--- src/rtl/pc_fetch_sequencer.sv ---
// pc_fetch_sequencer
//
// Holds the architectural PC of the single-issue MIPS core and sequences
// instruction fetches. Each instruction is fetched with a request/ready
// handshake, held for decode until it is consumed (stall low), and the PC
// then advances to the sequential, branch, j/jal or jr target.
//
// Ports:
//   clock          sole clock, rising edge
//   reset          synchronous, active-high
//   stall          decode cannot accept; hold the current instruction
//   branch_taken   current instruction is a taken branch
//   branch_target  word address from the branch adder
//   jump           current instruction is j/jal
//   jump_index     instr[25:0] of j/jal
//   jr             current instruction is jr/jalr
//   jr_addr        register byte address for jr
//   imem_req       fetch request to instruction memory
//   imem_addr      word address, pc[IMEM_ADDR_W+1:2]
//   imem_ready     imem_rdata valid; completes the request
//   imem_rdata     fetched instruction word
//   instr          held instruction for decode
//   instr_valid    instr is valid
//   pc             byte address of instr
//   pc_plus_4      pc + 4 (wraps), registered with pc
//   addr_err       pulses during a consume cycle that selects a misaligned jr
module pc_fetch_sequencer #(
  parameter logic [31:0] RESET_PC    = 32'h0000_0000,
  parameter int          IMEM_ADDR_W = 14
) (
  input  logic                   clock,
  input  logic                   reset,
  input  logic                   stall,
  input  logic                   branch_taken,
  input  logic [31:0]            branch_target,
  input  logic                   jump,
  input  logic [25:0]            jump_index,
  input  logic                   jr,
  input  logic [31:0]            jr_addr,
  output logic                   imem_req,
  output logic [IMEM_ADDR_W-1:0] imem_addr,
  input  logic                   imem_ready,
  input  logic [31:0]            imem_rdata,
  output logic [31:0]            instr,
  output logic                   instr_valid,
  output logic [31:0]            pc,
  output logic [31:0]            pc_plus_4,
  output logic                   addr_err
);

  localparam logic [1:0] S_IDLE  = 2'd0;
  localparam logic [1:0] S_FETCH = 2'd1;
  localparam logic [1:0] S_VALID = 2'd2;

  // The PC is always word aligned, even if the parameter is not.
  localparam logic [31:0] RESET_PC_ALIGNED = {RESET_PC[31:2], 2'b00};

  logic [1:0]  state_reg;
  logic [1:0]  state_next;
  logic [31:0] pc_reg;
  logic [31:0] pc_plus_4_reg;
  logic [31:0] instr_reg;
  logic [31:0] next_pc;
  logic        consume;

  // The branch adder produces a full 32-bit word address; only the low 30
  // bits map into the byte-address space, so the top two are dropped.
  logic unused_branch_bits;
  assign unused_branch_bits = ^branch_target[31:30];

  // The held instruction is taken by decode on any S_VALID edge without stall.
  assign consume = (state_reg == S_VALID) && !stall;

  // Redirect priority: jr, then j/jal, then taken branch, then sequential.
  always_comb begin
    next_pc = pc_plus_4_reg;
    if (jr) begin
      next_pc = {jr_addr[31:2], 2'b00};
    end else if (jump) begin
      next_pc = {pc_plus_4_reg[31:28], jump_index, 2'b00};
    end else if (branch_taken) begin
      next_pc = {branch_target[29:0], 2'b00};
    end
  end

  always_comb begin
    state_next = state_reg;
    case (state_reg)
      S_IDLE:  state_next = S_FETCH;
      S_FETCH: if (imem_ready) state_next = S_VALID;
      S_VALID: if (!stall) state_next = S_FETCH;
      default: state_next = S_IDLE;
    endcase
  end

  always_ff @(posedge clock) begin
    if (reset) begin
      state_reg     <= S_IDLE;
      pc_reg        <= RESET_PC_ALIGNED;
      pc_plus_4_reg <= RESET_PC_ALIGNED + 32'd4;
      instr_reg     <= 32'd0;
    end else begin
      state_reg <= state_next;
      // Capture only while a request is outstanding; ready elsewhere is noise.
      if (state_reg == S_FETCH && imem_ready) begin
        instr_reg <= imem_rdata;
      end
      if (consume) begin
        pc_reg        <= next_pc;
        pc_plus_4_reg <= next_pc + 32'd4;
      end
    end
  end

  assign imem_req    = (state_reg == S_FETCH);
  assign imem_addr   = pc_reg[IMEM_ADDR_W+1:2];
  assign instr       = instr_reg;
  assign instr_valid = (state_reg == S_VALID);
  assign pc          = pc_reg;
  assign pc_plus_4   = pc_plus_4_reg;

  // Flag stays low while reset is held so it reads as its reset value.
  assign addr_err = consume && jr && (jr_addr[1:0] != 2'b00) && !reset;

endmodule

--- config.mk ---
export PLATFORM = sky130hd
export DESIGN_NAME = pc_fetch_sequencer
export DESIGN_NICKNAME = d
export VERILOG_FILES = /design/src/rtl/pc_fetch_sequencer.sv
export SDC_FILE = /design/constraint.sdc
export NUM_CORES = 1
export LEC_CHECK = 0
export ABC_AREA = 1
export BUFFER_PORTS_ARGS = -buffer_cell sky130_fd_sc_hd__buf_2
export CAP_MARGIN = 20
export CORE_MARGIN = 1
export CORE_UTILIZATION = 40
export DETAILED_ROUTE_END_ITERATION = 8
export GPL_TIMING_DRIVEN = 0
export PLACE_DENSITY_LB_ADDON = 0.3
export SLEW_MARGIN = 40
export SYNTH_ARGS = -nofsm -noshare
export SYNTH_HDL_FRONTEND = slang
export SYNTH_SLANG_ARGS = --single-unit
--- constraint.sdc ---
create_clock -name clock -period 2.1 [get_ports clock]
set_input_delay 0.21 -clock clock [delete_from_list [all_inputs] [get_ports clock]]
set_output_delay 0.21 -clock clock [all_outputs]
set_load 0.01 [all_outputs]
==> summary.txt, run 1 <==
EDFF count, synth = 0
hold_buf cts = 0
post-synthesis mux area share = 0%
peak supply drop = 0.601 mV
CTS root buf = clkbuf_16
post-synth top area share = 33.7%
top post-synthesis cells by area = dfxtp_1 34%, nand2_1 18%, nand3_1 8.0%
M2 GR Usage = 43.0%
Chip Height = 120 um
crit path to = imem_req
post-synthesis compound-gate area fraction = 14.0%
CORE AREA = 0.0135 mm^2
global-route wire length before repair = 30,300 um
TritonCTS Buffers = 9
filler instances = 1,418
Die X = 120 um
share of layout cells above drive strength 1 = 30.4%
Final period util = 92.9%
Fmax = 0.513 GHz
max_cap viols = 0
busiest grt layer = met2
Mapped Cells = 875
DR WL/cell = 15.1 um
Place WS = -0.0969 ns
RSZ-0062 raised after global routing = false
Post-Syn Area = 0.00559 mm^2
ant diodes = 0
synth cell count leaders = 261 x nand2_1, 94 x dfxtp_1, 89 x nand3_1, 85 x nor2_1, 77 x inv_1
vias in the first global route = 5,876
# placed instances = 1,287
largest net degree at the start of global routing = 17
initial antenna violation count = 0
Final Slew Violations = 0
met1 usage = 37.0%
gr ovfl total = 0
RR Endpoint = pc_plus_4[31]
Critical path origin = state_reg[0]
#FFs+latches synth = 94
Sink Count = 94
Worst-path clk slew = 0.07 ns
fin util = 54.5%
Post-layout nets = 1,254
area grow syn2layout = 31.3%
Die Area = 0.0144 mm^2
Longest Clk Path Bufs = 2
Pwr per Cell Area = 609 mW/mm^2
Worst Path Max Fanout = 10
Fin. Hold Viols = 0
WP data required = 1.89 ns
Simple-Gate Fraction of Synth Area = 38.8%
Hold WC Path Type = input pin to flop
antenna violation net count after detailed routing = 0
PortBufs = 233
Worst Tran Pin Value = 0.651 ns
kind of critical path = flop to output port
CTS H-tree depth = 3
Synth Area in XOR/XNOR = 0.941%
routed wire length = 19,700 um
final hold slack = 0.120 ns
worst setup margin = 0.149 ns
clk_skew = 0.00974 ns
met3 Use GR = 5.42%
CTS tree = done
Max-Slew Margin vs Limit = 56.6%
Cell Rows = 42
Iter 0 DRT Violations = 463
ys async rst share = 0%
max reg flops = 32
Post-Synthesis Mean Instance Area = 6.38 um^2
critical path arrival = 1.74 ns
largest family of logic cells by synthesized area = simple AND/OR/NAND/NOR gates
DR vias = 6,550
Yosys cell types = 35
CP endpoint kind = output port
main flop type after synthesis = dfxtp_1
I/O pin total = 242
CP Launch Type = flop
leakage power = 0.00391 uW
status = completed
DRT Pass-1 Iters = 5
post-route insts no fill = 1,305
most common cell in the synthesized netlist = nand2_1
R2R Setup Slk = 0.17 ns
reg2reg start = state_reg[1]
Yosys top cell by area = dfxtp_1
Initial Util = 41.5%
# setup viols final = 0
# DRC = 0
fin crit period = 1.95 ns
DR vias/cell = 5.02
Placer Congestion = 0.956
Synth Area in Adders = 0.224%
Global Route Usage Sum = 27.2%
sequential-to-total area share from yosys stat = 33.7%
Yosys warnings = 0
clk_lat worst skew = 0.35 ns
detailed placement HPWL = 15,100 um
worst r2r path cells = 8
-- cell type report --
cell class | instances | area [um^2] | share of cell area [%]
Multi-Input combinational cell | 636 | 3050 | 41.6
Inverter | 82 | 310 | 4.23
Sequential cell | 94 | 1880 | 25.7
Timing Repair Buffer | 236 | 1190 | 16.2
Tap cell | 176 | 220 | 3.00
Clock inverter | 6 | 68.8 | 0.938
Clock buffer | 10 | 239 | 3.26
Buffer | 65 | 377 | 5.13
-- cells by family (layout without fill, tap and decap cells) --
group	Yosys count	count (layout)
buffers and inverters	148	399
and+or+nand+nor	490	490
xor gates and xnor gates	6	6
DFF	94	94
AOI/OAI and AO/OA	135	135
adders and majority gates	1	1
other	1	4
-- how the worst min path moves through the flow --
stage / startpoint / cells after the start / to
4_1_cts: imem_rdata[10] / 3 / instr[10]
2_1_floorplan: imem_rdata[0] / 2 / instr[0]
5_1_grt: imem_rdata[8] / 3 / instr[8]
6_report: imem_rdata[16] / 3 / instr[16]
3_3_place_gp: instr[12] / 2 / instr[12]
3_5_place_dp: instr[10] / 2 / instr[10]
-- per-stage QoR --
stage / TNS (ns) / cell area, um^2 / total power (uW)
2_1_floorplan: 0 / 5600 / 2440
3_3_place_gp: -0.803 / 6980 / 2780
3_5_place_dp: -1.09 / 6980 / 2790
4_1_cts: 0 / 7290 / 4480
5_1_grt: 0 / 7330 / 4670
6_report: 0 / 7330 / 4470
-- where the power goes --
group	internal, uW	switching (uW)
Combinational	330	545
Sequential	1850	41.2
Clock	964	738
Total	3140	1320
-- layer usage --
metal | share of wire (%) | vias up
li1 | - | 3253
met1 | 45 | 2965
met2 | 44 | 298
met3 | 8.2 | 34
met4 | 2.6 | 0
met5 | 0 | -
-- layout by cell type, fill, tap and decap left out, types with 7 or more instances in the layout --
| cell | instances |
|---|---|
| buf_2 | 242 |
| nor2_2 | 9 |
| dfxtp_1 | 94 |
| o21a_1 | 24 |
| clkbuf_1 | 27 |
| nor2_1 | 84 |
| a21oi_1 | 53 |
| nand3_1 | 89 |
| o21ai_0 | 40 |
| o211ai_1 | 12 |
| nand2_1 | 261 |
| buf_4 | 25 |
| inv_1 | 77 |
| clkbuf_16 | 9 |
| nand2_2 | 21 |
| nor2_4 | 7 |
-- timing repair --
action                                 4_1_cts  5_1_grt
buffers inserted                             0        3
resized for setup                            1        5
cloned                                       0        0
pin swaps                                    0        1
setup endpoints to repair                   11       13
endpoints found under the hold margin        0        0
-- worst max-delay path, stage by stage (launching register included) --
cell      delay (ns)
dfxtp_1         0.39
inv_1           0.09
nor2_1          0.34
clkbuf_1        0.37
buf_2           0.21
Note: power is estimated with default switching activity, not from simulation.
==> run 2, diff against run 1 <==
--- a/config.mk
+++ b/config.mk
@@ -5,7 +5,7 @@
 export SDC_FILE = /design/constraint.sdc
 export NUM_CORES = 1
 export LEC_CHECK = 0
-export ABC_AREA = 1
+export ABC_AREA = 0
 export BUFFER_PORTS_ARGS = -buffer_cell sky130_fd_sc_hd__buf_2
 export CAP_MARGIN = 20
 export CORE_MARGIN = 1
==> run 2 against run 1 <==
The flow now finishes with violations (setup timing). Clock skew up 0.0015 ns. Utilization is 6.0 points higher. Critical path depth up 8. Global-route usage up 2.1 points.
==> summary.txt, run 2 <==
status = complete, but fails checks
failing checks = setup timing
Global Route Usage Sum = 29.3% (+2.1 points)
DR vias = 6,637 (+1.3%)
# setup viols final = 12 (+12)
antenna violation net count after detailed routing = 0 (unchanged)
leakage power = 0.00359 uW (-8.3%)
Iter 0 DRT Violations = 701 (+51%)
CTS root buf = clkbuf_16
Reg power frac = 40.9% (-1.4 points)
Switching Share = 29.2% (-0.44 points)
WP data required = 2.34 ns (+0.45 ns)
most frequent cells in the layout = 234 x buf_2, 135 x nand2_1, 81 x dfxtp_1, 59 x buf_4, 58 x a21oi_1
Longest Clk Path Bufs = 2 (unchanged)
ys async rst share = 0% (unchanged)
Fmax = 0.444 GHz (-13%)
Fin. Hold Viols = 0 (unchanged)
Cell Rows = 42 (unchanged)
EDFF count, synth = 0 (unchanged)
CP endpoint kind = flop
clock share of power = 37.0% (-1.1 points)
global-route wire length before repair = 32,200 um (+6.1%)
Pwr per Cell Area = 575 mW/mm^2 (-5.6%)
vias in the first global route = 6,100 (+3.8%)
max reg flops = 32 (unchanged)
Worst Tran Pin Value = 0.783 ns (+0.133 ns)
kind of critical path = input pin to flop
CTS H-tree depth = 3 (unchanged)
fin crit period = 2.25 ns (+0.303 ns)
TritonCTS Buffers = 9 (unchanged)
initial antenna violation count = 0 (unchanged)
Final period util = 107% (+14 points)
Slowest-stage cell, CP = nor3_2
Post-Syn Area = 0.00543 mm^2 (-2.8%)
DR vias/cell = 5.66 (+13%)
area grow syn2layout = 47.6%
combinational share of power = 22.1% (+2.5 points)
CP Depth = 12 (+8)
PortBufs = 235 (+0.86%)
worst path cell trace = buf_2, nand2b_1, clkbuf_4, o221ai_1, o211ai_1, nor3_2, buf_4, nand4_1, buf_6, buf_6, o21ai_0, nand3_2
synth cell count leaders = 135 x nand2_1, 94 x dfxtp_1, 61 x a21oi_1, 59 x nor2_1, 37 x clkbuf_1
Internal Power = 3260 uW (+3.7%)
Worst Path Max Fanout = 10 (unchanged)
Final Slew Violations = 0 (unchanged)
Chip Height = 118 um (-1.4%)
max_cap viols = 0 (unchanged)
Simple-Gate Fraction of Synth Area = 24.8% (-14 points)
# DRC = 0 (unchanged)
filler instances = 1,247 (-12%)
Die X = 118 um (-1.4%)
Yosys cell types = 59 (+69%)
CP Launch Type = input pin
Yosys warnings = 0 (unchanged)
Post-Synthesis Mean Instance Area = 7.75 um^2 (+21%)
most common cell after layout, fill and taps aside = buf_2
CP top delay family = buffers and inverters
Synth Area in Adders = 0.231% (+0.0066 points)
top post-synthesis cells by area = dfxtp_1 35%, nand2_1 9.3%, a21oi_1 5.6%
DRT Pass-1 Iters = 5 (unchanged)
sequential-to-total area share from yosys stat = 34.7% (+0.99 points)
detailed placement HPWL = 15,200 um (+0.82%)
WP buf/inv = 5 (+2)
RSZ-0062 raised after global routing = true
CTS tree = done
Max-Slew Margin vs Limit = 47.2% (-9.4 points)
Hold WC Path Type = input pin to flop
share of layout cells above drive strength 1 = 42.7% (+12 points)
post-synthesis compound-gate area fraction = 21.9% (+7.9 points)
Yosys top cell by area = dfxtp_1
largest family of logic cells by synthesized area = simple AND/OR/NAND/NOR gates
Post-layout nets = 1,122 (-11%)
Die Area = 0.0140 mm^2 (-2.8%)
worst setup margin = -0.154 ns (-0.303 ns)
CORE AREA = 0.0132 mm^2 (-1.6%)
gr ovfl total = 0 (unchanged)
max incr delay on CP = 0.29 ns (-0.10 ns)
ant diodes = 0 (unchanged)
Placed Area = 0.00697 mm^2 (-0.25%)
critical path arrival = 2.49 ns (+0.75 ns)
I/O pin total = 242 (unchanged)
main flop type after synthesis = dfxtp_1
most common cell in the synthesized netlist = nand2_1
clk_skew = 0.0112 ns (+0.00147 ns)
Worst-path clk slew = 0.07 ns (about the same)
Sink Count = 94 (unchanged)
setup TNS = -1.26 ns (-1.26 ns)
post-synthesis mux area share = 9.08% (+9.1 points)
Synth Area in XOR/XNOR = 2.10% (+1.2 points)
Placer Congestion = 0.930 (-2.7%)
switching pwr = 1340 uW (+1.5%)
routed wire length = 21,300 um (+8.2%)
largest net degree at the start of global routing = 20 (+3)
peak supply drop = 0.406 mV (-32%)
worst r2r path cells = 10 (+2)
design area = 0.00801 mm^2 (+9.2%)
post-synth top area share = 34.7% (+0.99 points)
Mapped Cells = 700 (-20%)
clk_lat worst skew = 0.35 ns (about the same)
DR WL/cell = 18.2 um (+20%)
Initial Util = 41.0% (-0.54 points)
CP most frequent cell = buf_6
Hold Crit Depth = 3 (unchanged)
#FFs+latches synth = 94 (unchanged)
run 2: cell types whose count changed in the layout (fill, tap and decap cells not counted), sizes merged, moves of 12 or more:
cell | previous run | this run
a211oi | 0 | 25
a221o | 0 | 12
buf | 273 | 313
inv | 84 | 5
mux2 | 0 | 18
mux2i | 0 | 29
nand2 | 285 | 135
nand3 | 95 | 16
nand3b | 3 | 21
nor2 | 101 | 60
o21a | 24 | 4
run 2: layout make-up:
type / instances / area, um^2 / share of cell area [%]
multi-input combinational: 535 / 3490 / 43.6
sequential: 94 / 1900 / 23.7
timing repair buffer: 280 / 1540 / 19.2
buffer: 69 / 534 / 6.67
clock buffer: 11 / 243 / 3.03
tap: 176 / 220 / 2.75
clock inverter: 5 / 63.8 / 0.797
inverter: 3 / 16.3 / 0.203
run 2: path summary, 6_finish.rpt:
path / start / slack (ns) / endpoint
worst max-delay path: jump / -0.15 / pc_plus_4[31]
worst max register to register: pc_plus_4[14] / -0.14 / pc_plus_4[31]
worst min-delay path: imem_rdata[17] / 0.09 / instr[17]
worst min register to register: instr[30] / 0.45 / instr[30]
run 2: per-layer routing:
| metal | GRT usage [%] | wire (um) | part of all wire [%] |
|---|---|---|---|
| met1 | 35.9 | 8520 | 40 |
| met2 | 47.7 | 9730 | 46 |
| met3 | 7.38 | 2120 | 10 |
| met4 | 14.8 | 930 | 4.4 |
| met5 | 0 | 0 | 0 |
run 2: cells by family after synthesis:
family,after synthesis
AOI/OAI and AO/OA,181
xor gates and xnor gates,13
adders and majority gates,1
buffers and inverters,74
DFF,94
muxes,47
other,1
and+or+nand+nor,289
run 2: metrics by stage:
step | cells | util (%) | hold slack (ns) | setup slack, ns | total power, uW
floorplan | 703 | - | 0.346 | -0.120 | 2430
global placement | 1114 | 52.6 | 0.439 | -0.798 | 2780
detailed placement | 1114 | 52.6 | 0.443 | -0.788 | 2790
CTS | 1153 | 58.0 | 0.0827 | -0.0451 | 4540
global route | 1173 | 60.5 | 0.0838 | -0.258 | 4770
finish | 1173 | 60.5 | 0.0929 | -0.154 | 4600
run 2: worst reg2reg max path, cell delays in order (launching register included):
cell      delay, ns
dfxtp_2        0.35
mux2i_1        0.08
a211oi_2       0.26
o211ai_1       0.18
nor3_2         0.29
buf_4          0.15
nand4_1        0.20
buf_6          0.20
buf_6          0.13
o21ai_0        0.21
nand3_2        0.09
run 2: power groups by stage:
stage	Combinational [uW]	Clock [uW]	Sequential, uW
floorplan	487	0	1940
global placement	862	0	1920
detailed placement	869	0	1920
CTS	939	1720	1880
global route	1090	1790	1890
finish	1020	1700	1880
run 2: what timing repair did:
| action | CTS | global route |
|---|---|---|
| hold buffers | 0 | 0 |
| setup buffers | 26 | 20 |
| pin swaps | 26 | 18 |
| endpoints found under the setup margin | 49 | 36 |
| resized for setup | 67 | 54 |
